## config.mk

```make
export PLATFORM = sky130hd
export DESIGN_NAME = bus_rr_arbiter
export DESIGN_NICKNAME = d
export VERILOG_FILES = /design/src/rtl/bus_arb_pkg.sv /design/src/rtl/bus_rr_arbiter_rr_pick.sv /design/src/rtl/bus_rr_arbiter.sv
export SDC_FILE = /design/constraint.sdc
export NUM_CORES = 1
export LEC_CHECK = 0
export ABC_AREA = 1
export CELL_PAD_IN_SITES_DETAIL_PLACEMENT = 1
export CELL_PAD_IN_SITES_GLOBAL_PLACEMENT = 1
export CORE_MARGIN = 2
export CORE_UTILIZATION = 29
export CTS_CLUSTER_SIZE = 10
export DETAILED_ROUTE_END_ITERATION = 16
export DONT_BUFFER_PORTS = 1
export PLACE_DENSITY = 0.58
export SLEW_MARGIN = 20
export SYNTH_ARGS = -nofsm -noshare
export SYNTH_HDL_FRONTEND = slang
export SYNTH_SLANG_ARGS = --single-unit
```

## constraint.sdc

```tcl
create_clock -name clk -period 2.9 [get_ports clk]
set_input_delay 0 -clock clk [delete_from_list [all_inputs] [get_ports clk]]
set_output_delay 0 -clock clk [all_outputs]
set_load 0.02 [all_outputs]
```

## src/rtl/bus_arb_pkg.sv

```systemverilog
// Shared definitions for the round-robin bus arbiter: default word width,
// state encoding and the source-index width helper.
package bus_arb_pkg;

    localparam int DEF_DATA_W = 32;

    localparam logic ST_EMPTY = 1'b0;
    localparam logic ST_FULL  = 1'b1;

    // A 1- or 2-requester arbiter still needs a one-bit source index.
    function automatic int clog2_safe(input int n);
        return (n <= 2) ? 1 : $clog2(n);
    endfunction

endpackage

```

## src/rtl/bus_rr_arbiter_rr_pick.sv

```systemverilog
// Combinational round-robin picker: rotate the request vector so rr_ptr is
// bit 0, take the lowest set bit, then rotate the index back.
module rr_pick
    import bus_arb_pkg::*;
#(
    parameter int NUM_REQ = 4,
    parameter int SRC_W   = clog2_safe(NUM_REQ)
) (
    input  logic [NUM_REQ-1:0] req,
    input  logic [SRC_W-1:0]   rr_ptr,
    output logic [NUM_REQ-1:0] grant,
    output logic [SRC_W-1:0]   grant_idx,
    output logic               any_req
);

    logic [2*NUM_REQ-1:0] req_dbl;
    logic [NUM_REQ-1:0]   req_rot;
    logic [SRC_W-1:0]     rot_pos;
    logic [SRC_W:0]       idx_sum;

    assign req_dbl = {req, req} >> rr_ptr;
    assign req_rot = req_dbl[NUM_REQ-1:0];
    assign any_req = |req;

    // Scanning downward leaves the lowest set bit as the final assignment.
    always_comb begin
        rot_pos = '0;
        for (int i = NUM_REQ - 1; i >= 0; i--) begin
            if (req_rot[i]) begin
                rot_pos = SRC_W'(i);
            end
        end
    end

    assign idx_sum   = {1'b0, rot_pos} + {1'b0, rr_ptr};
    assign grant_idx = (idx_sum >= (SRC_W+1)'(NUM_REQ))
                     ? SRC_W'(idx_sum - (SRC_W+1)'(NUM_REQ))
                     : idx_sum[SRC_W-1:0];

    for (genvar gi = 0; gi < NUM_REQ; gi++) begin : g_grant
        assign grant[gi] = any_req & (grant_idx == SRC_W'(gi));
    end

endmodule

```

## src/rtl/bus_rr_arbiter.sv

```systemverilog
// Round-robin arbiter feeding a single-entry output register tagged with the
// source index; a drain and a new load may share one edge for full throughput.
module bus_rr_arbiter
    import bus_arb_pkg::*;
#(
    parameter int NUM_REQ = 4,
    parameter int DATA_W  = DEF_DATA_W,
    parameter int SRC_W   = clog2_safe(NUM_REQ)
) (
    input  logic                        clk,
    input  logic                        rst_n,
    input  logic [NUM_REQ-1:0]          req_valid,
    input  logic [NUM_REQ*DATA_W-1:0]   req_data,
    output logic [NUM_REQ-1:0]          req_ready,
    output logic                        out_valid,
    output logic [DATA_W-1:0]           out_data,
    output logic [SRC_W-1:0]            out_src,
    input  logic                        out_ready,
    output logic                        busy
);

    logic              state_q, state_d;
    logic [DATA_W-1:0] out_data_q, out_data_d;
    logic [SRC_W-1:0]  out_src_q, out_src_d;
    logic [SRC_W-1:0]  rr_ptr_q, rr_ptr_d;

    logic [DATA_W-1:0]  req_word [NUM_REQ];
    logic [NUM_REQ-1:0] pick_grant;
    logic [SRC_W-1:0]   pick_idx;
    logic               pick_any;
    logic               can_load;
    logic               load;

    for (genvar gi = 0; gi < NUM_REQ; gi++) begin : g_word
        assign req_word[gi] = req_data[gi*DATA_W +: DATA_W];
    end

    rr_pick #(
        .NUM_REQ (NUM_REQ),
        .SRC_W   (SRC_W)
    ) u_pick (
        .req       (req_valid),
        .rr_ptr    (rr_ptr_q),
        .grant     (pick_grant),
        .grant_idx (pick_idx),
        .any_req   (pick_any)
    );

    // rst_n gates the grant so no handshake escapes while reset is held.
    assign can_load = (state_q == ST_EMPTY) | out_ready;
    assign load     = rst_n & can_load & pick_any;

    always_ff @(posedge clk or negedge rst_n) begin
        if (!rst_n) begin
            state_q    <= ST_EMPTY;
            out_data_q <= '0;
            out_src_q  <= '0;
            rr_ptr_q   <= '0;
        end else begin
            state_q    <= state_d;
            out_data_q <= out_data_d;
            out_src_q  <= out_src_d;
            rr_ptr_q   <= rr_ptr_d;
        end
    end

    always_comb begin
        state_d = state_q;
        case (state_q)
            ST_EMPTY: if (load) state_d = ST_FULL;
            ST_FULL:  if (out_ready && !load) state_d = ST_EMPTY;
        endcase
    end

    always_comb begin
        out_data_d = out_data_q;
        out_src_d  = out_src_q;
        rr_ptr_d   = rr_ptr_q;
        if (load) begin
            out_data_d = req_word[pick_idx];
            out_src_d  = pick_idx;
            rr_ptr_d   = (pick_idx == SRC_W'(NUM_REQ - 1)) ? '0 : pick_idx + 1'b1;
        end
    end

    always_comb begin
        out_valid = (state_q == ST_FULL);
        req_ready = load ? pick_grant : '0;
        busy      = (state_q == ST_FULL) & ~out_ready;
    end

    assign out_data = out_data_q;
    assign out_src  = out_src_q;

endmodule

```

; ---- After elaboration in Yosys (flattened, before gate mapping)
; Cells that the tools add are included.
[totals]
wordCells = 41
out_inout_bits = 40
input_bits = 135
regBits = 37
[classes]
n_eq_ne = 3
n_addsub = 3
n_bitwise = 11
mux = 13
n_shift = 1
n_lt_le_gt_ge = 2
reduce_logical = 4
[ops]
columns = op, n
row1 = 32-bit binary-select mux with 2-bit select, 1
row2 = 32-bit two-way mux, 2
row3 = 2-bit two-way mux, 6
row4 = 8-bit by 2-bit >> shifter with 4-bit output, 1
row5 = 1-bit AND, 7
row6 = 3-bit >= comparator (second input constant), 2
row7 = 2-bit == test (second input constant), 2
row8 = 4-bit two-way mux, 1
row9 = 4-bit OR reduction, 1
row10 = 2-bit by 2-bit adder with 3-bit output, 1
row11 = 2-bit inverter with 3-bit output, 1
row12 = 2-bit by 1-bit adder with 2-bit output (second input constant), 1
row13 = 2-bit by 1-bit == test with 1-bit output (second input constant), 1
row14 = 2-bit logical NOT, 1
row15 = 1-bit two-way mux, 2
row16 = 1-bit inverter, 2
row17 = 1-bit one-hot mux with 2 select lines, 1
row18 = 2-bit by 1-bit subtractor with 2-bit output (second input constant), 1
row19 = 1-bit logical AND, 1
row20 = 1-bit logical NOT, 1
row21 = 1-bit OR, 1

; ---- Logic depth before layout (Yosys ltp)
[logic_depth]
word_depth = 12
ltp_mapped = 15
mapped_depth_nobuf = 14

; ---- Modules after synthesis
; From an unflattened synthesis, not the netlist that was laid out.
[hier_totals]
hier_cells = 583
area_unflattened_um2 = 3278.1
[modules_own_cells]
columns = mod, area_each_um2, cells_each, instances, seq_area_each_um2
row1 = bus_rr_arbiter, 3056.7, 539, 1, 925.9
row2 = rr_pick, 221.5, 44, 1, 0.0

; ---- Least setup slack after synthesis
; OpenSTA, ideal clock, no wires.
[synth_path]
path_type = flip-flop to flip-flop
start = reg rr_ptr_q[0]
end = reg rr_ptr_q[1]
setup_slack_ps = 576
stages_incl_launch_ff = 16
arrival_time_ps = 2197
synth_period_minus_slack_ps = 2324
setup_ps = 127
path_buffers = 1
required_ps = 2773
cell_sequence = dfrtp_1 > inv_2 > nand2_1 > nand3_1 > nand2_2 > nand3_1 > a21boi_0 > ha_1 > xnor2_1 > inv_1 > nand2_8 > nand2_8 > buf_12 > ha_1 > nand2_1 > o21ai_0
[synth_via]
elab_chain_cells = 10
word_cells_on_any_way = 12
classes_between = add/sub: 3 / order compare: 1 / eq/ne: 1 / shift: 1 / mux: 6
[synth_lines]
columns = element, line
row1 = from (decl), bus_rr_arbiter.sv:25  ; logic [SRC_W-1:0] rr_ptr_q, rr_ptr_d;
row2 = from (signal assigned), bus_rr_arbiter.sv:63  ; rr_ptr_q <= rr_ptr_d;
row3 = 8-bit by 2-bit >> shifter with 4-bit output, bus_rr_arbiter_rr_pick.sv:21  ; assign req_dbl = {req, req} >> rr_ptr;
row4 = 2-bit two-way mux (4 in series), bus_rr_arbiter_rr_pick.sv:29  ; if (req_rot[i]) begin
row5 = 2-bit by 2-bit adder with 3-bit output *, bus_rr_arbiter_rr_pick.sv:35  ; assign idx_sum = {1'b0, rot_pos} + {1'b0, rr_ptr};
row6 = 3-bit >= comparator or 2-bit by 1-bit subtractor with 2-bit output (tied branches), "bus_rr_arbiter_rr_pick.sv:36, bus_rr_arbiter_rr_pick.sv:37"
row7 = 2-bit two-way mux *, bus_rr_arbiter_rr_pick.sv:37  ; ? SRC_W'(idx_sum - (SRC_W+1)'(NUM_REQ))
row8 = 2-bit by 1-bit adder with 2-bit output or 2-bit == test (tied branches), bus_rr_arbiter.sv:82  ; rr_ptr_d = (pick_idx == SRC_W'(NUM_REQ - 1)) ? '0 : pick_idx + 1'b1;
row9 = 2-bit two-way mux *, bus_rr_arbiter.sv:82
; Every way passes the cells marked *; elsewhere a longest branch is shown, timed or not.
; A chain may end at the register's enable or synchronous reset.

; ---- Worst setup path in the final report
[layout_path]
start = reg rr_ptr_q[0]
end = out req_ready[3]
[layout_via]
elab_chain_cells = 11
word_cells_on_any_way = 12
classes_between = add/sub: 2 / order compare: 1 / eq/ne: 1 / shift: 1 / mux: 6 / bitwise: 1
[layout_lines]
columns = element, line
row1 = 8-bit by 2-bit >> shifter with 4-bit output, bus_rr_arbiter_rr_pick.sv:21
row2 = 2-bit two-way mux (4 in series), bus_rr_arbiter_rr_pick.sv:29
row3 = 2-bit by 2-bit adder with 3-bit output *, bus_rr_arbiter_rr_pick.sv:35
row4 = 3-bit >= comparator or 2-bit by 1-bit subtractor with 2-bit output (tied branches), "bus_rr_arbiter_rr_pick.sv:36, bus_rr_arbiter_rr_pick.sv:37"
row5 = 2-bit two-way mux *, bus_rr_arbiter_rr_pick.sv:37
row6 = 2-bit == test *, bus_rr_arbiter_rr_pick.sv:41  ; assign grant[gi] = any_req & (grant_idx == SRC_W'(gi));
row7 = 1-bit AND *, bus_rr_arbiter_rr_pick.sv:41
row8 = 4-bit two-way mux *, bus_rr_arbiter.sv:88  ; req_ready = load ? pick_grant : '0;
row9 = to (decl), bus_rr_arbiter.sv:14  ; output logic [NUM_REQ-1:0] req_ready,
; Marked as above.

==> implementation parameters <==
Parameter                              Value

Route
  Number of vias after detailed routing    2811
  Vias per inst    around 5.0
  First-pass iteration count of the detailed router    4
  Count of antenna-violating nets left after detailed routing    0
  Routed length per placed instance    18.27 µm
  Starting DRT DRC Count    between 70 and 80
  DRC viols    0
  Wire length after detailed routing    10210 µm

Synth
  Count of mapped cells out of synthesis    around 340
  Top post-synthesis cells by area    dfrtp_1, mux2i_1, nand2_1, nand3_1, nand2_2
  Fraction of registers with async set or reset after synthesis    100.0%
  Largest area contributor in the netlist    dfrtp_1
  Syn_nets    roughly 480
  Mapped Avg Cell Area    between 8 and 9 µm²
  Count of flip-flops with a built-in enable after synthesis    0
  Seq cells post-synth    37
  Prevailing post-synth register cell    dfrtp_1
  Sequential-to-total area share from yosys stat    around 31%
  Cell area after synthesis    between 2000 and 3000 µm²
  Post-synthesis cell type count    30
  Area share of the leading cell type in the synthesized netlist    between 30% and 40%
  Synth warn    0

STA
  Peak clock frequency supported by timing    0.3707 GHz
  Endpoints failing setup    0
  RSZ-0062 raised after global routing    no
  Fin Hold WS    -7.251 ps
  Final Max Tran Viols    0
  Worst Skew    between 5 and 6 ps
  Post-route clock period utilization    93.02%
  Crit path time final    roughly 2700 ps
  Measured slew at the worst slew-check pin    roughly 560 ps
  Headroom to the max-slew limit    between 60% and 70%
  Sum of negative setup slack    0 ps
  Total count of hold-check failures in the final report    1

Clocking
  CTS H-tree depth    2
  Clock tree from TritonCTS    done
  Insertion delay to the later sink of the worst-skew pair    between 200 and 300 ps
  Num CTS Buffers    5
  Clock net sink count    37
  Root Buffer    clkbuf_8
  Clock transition at path regs    80 ps
  Maximum clock insertion buffer count    2

Min path
  Worst min-delay path category    primary input to register
  Worst hold path stage count    4
  Hold Crit Endpoint    out_data[19]
  Worst min-delay path startpoint    req_data[83]

Floorplanning
  Die width    ~110 µm
  Initial core utilization    30.09%
  Die ar.    between 10000 and 15000 µm²
  Placeable core region    between 9000 and 10000 µm²
  DIE HEIGHT    approximately 110 µm
  Ports placed on the boundary    about 180
  Count of standard-cell rows    36

Layout
  Share of cells above drive strength 1    about 17%
  Post-synthesis to final-layout area growth    32.63%
  Share of the core filled with cells in the final layout    between 30% and 40%
  Total inserted antenna cells    0
  Number of nets at the end of the flow    approximately 560

Global routing
  Overflow after GRT    0
  Wire length of the first global-routing pass    approximately 16000 µm
  Largest net degree at the start of global routing    39
  Vias in the first global route    slightly above 3000
  Initial antenna violation count    0
  Overall routing resource usage    between 10% and 20%

Power and ir drop
  Pwr dens    roughly 1500 nW/µm²
  Peak supply drop    roughly 600 µV
  Leakage component of the power    roughly 1.9 nW

Placed design
  Input/output buffers    0
  Final HPWL DP    just over 6000 µm
  Final Wtd Congestion    ~0.73

Setup path
  CP startpoint kind    register
  Max Fanout on Critical Path    19
  Setup slack on the worst flop-to-flop path    340 ps
  Critical Path RT    roughly 2900 ps
  Startpoint-to-endpoint class of the critical path    register to output port
  Crit path arrival time    between 2000 and 3000 ps
  Endpoint type of the worst setup path    output port
  Worst reg2reg path startpoint    rr_ptr_q[0]
  Register-to-Register Path Depth    13
  Critical register-to-register path endpoint    out_data[8]

Run status
  Failing checks    negative hold slack
  Run status    finished, violations left

Flow run
  Number of max-cap violations    0
==> cells in the mapped netlist, types with 3 or more instances <==
master    count
nand3_1      65
nand3_2       8
buf_12        3
nand2_1      87
nor2_1        9
dfrtp_1      37
clkbuf_1      3
buf_8         3
mux2i_1      64
inv_1         4
nand2_2      29
clkbuf_8      8
==> how the worst max path moves through the flow <==
stage	end	start	slack, ps	cells past startpoint
2_1_floorplan	rr_ptr_q[1]	rr_ptr_q[0]	580	15
3_3_place_gp	rr_ptr_q[1]	rr_ptr_q[0]	290	14
3_5_place_dp	rr_ptr_q[1]	rr_ptr_q[0]	160	14
4_1_cts	req_ready[3]	rr_ptr_q[0]	30	15
5_1_grt	req_ready[3]	rr_ptr_q[0]	0.2	15
6_report	req_ready[3]	rr_ptr_q[0]	200	15
==> report_power, final <==
group	internal, mW	switching [mW]
Clock	0.189	0.183
Combinational	1.82	2.27
Sequential	0.773	0.515
Total	2.78	2.97
==> layout make-up <==
cell class | instances | area (µm²)
inverters | 8 | 31.28
flip-flops and latches | 37 | 927.1
repair buffers | 99 | 975.9
fillers | 1151 | 5928
well taps | 133 | 166.4
multi-input cells | 275 | 1749
clock buffers | 7 | 86.33
==> registers in the layout (all words and copies together) (netlist names) <==
signal and count:
out_src 2, out_data 32, out_valid 1, rr_ptr_q 2
==> metrics by stage <==
stage	cells	hold slack [ps]	area, µm²	setup slack, ps	power, mW
after floorplan	344	-295.6	2968	576.0	4.679
after global placement	464	-294.0	2964	289.1	4.894
after detailed placement	464	-294.3	2964	159.8	4.984
after CTS	552	0.1002	3879	28.33	5.589
after global routing	559	8.082	3936	0.2192	6.228
final	559	-7.251	3936	202.5	5.744
==> repair_timing <==
action,in CTS,in global routing
pin swaps,0,1
endpoints found under the hold margin,68,0
hold buffers,81,0
setup endpoints to repair,1,3
gates resized for setup,1,2
setup buffers,0,7
==> cells in the final DEF (no fill, tap or decap), types with 4 or more instances in the layout <==
master	count
nor2_1	8
dfrtp_1	36
inv_1	4
dlygate4sd3_1	80
clkbuf_8	6
nand3_2	8
buf_4	17
nand2_2	29
nand3_1	65
nand2_1	87
mux2i_1	64
==> worst max-delay path, stage by stage, from the launching register on <==
cell and delay [ps]:
dfrtp_2 460, inv_2 100, nand2_1 80, nand3_1 90, nand2_2 70, nand3_1 80
a21boi_2 80, ha_4 160, xnor2_1 280, inv_1 170, nand2_8 180, nand2_8 160
ha_1 260, inv_1 50, nor2_1 40, buf_4 160
==> cell families (layout without fill, tap and decap cells) <==
logic type / Yosys count / count (layout) / synth area share, %
xor gates and xnor gates: 1 / 1 / 0.2952
AOI/OAI and AO/OA: 6 / 6 / 1.181
and+or+nand+nor: 202 / 202 / 34.23
adders and majority gates: 2 / 2 / 0.8430
buffers and inverters: 32 / 114 / 10.67
muxes: 64 / 64 / 21.59
DFF: 37 / 37 / 31.20
==> metal layers <==
| layer | share of wire [%] | track usage [%] |
|---|---|---|
| met5 | 0 | 0 |
| met4 | 1.5 | 5.238 |
| met3 | 5.7 | 4.679 |
| met2 | 55 | 35.20 |
| met1 | 38 | 19.68 |
Note: power is estimated with default switching activity, not from simulation.
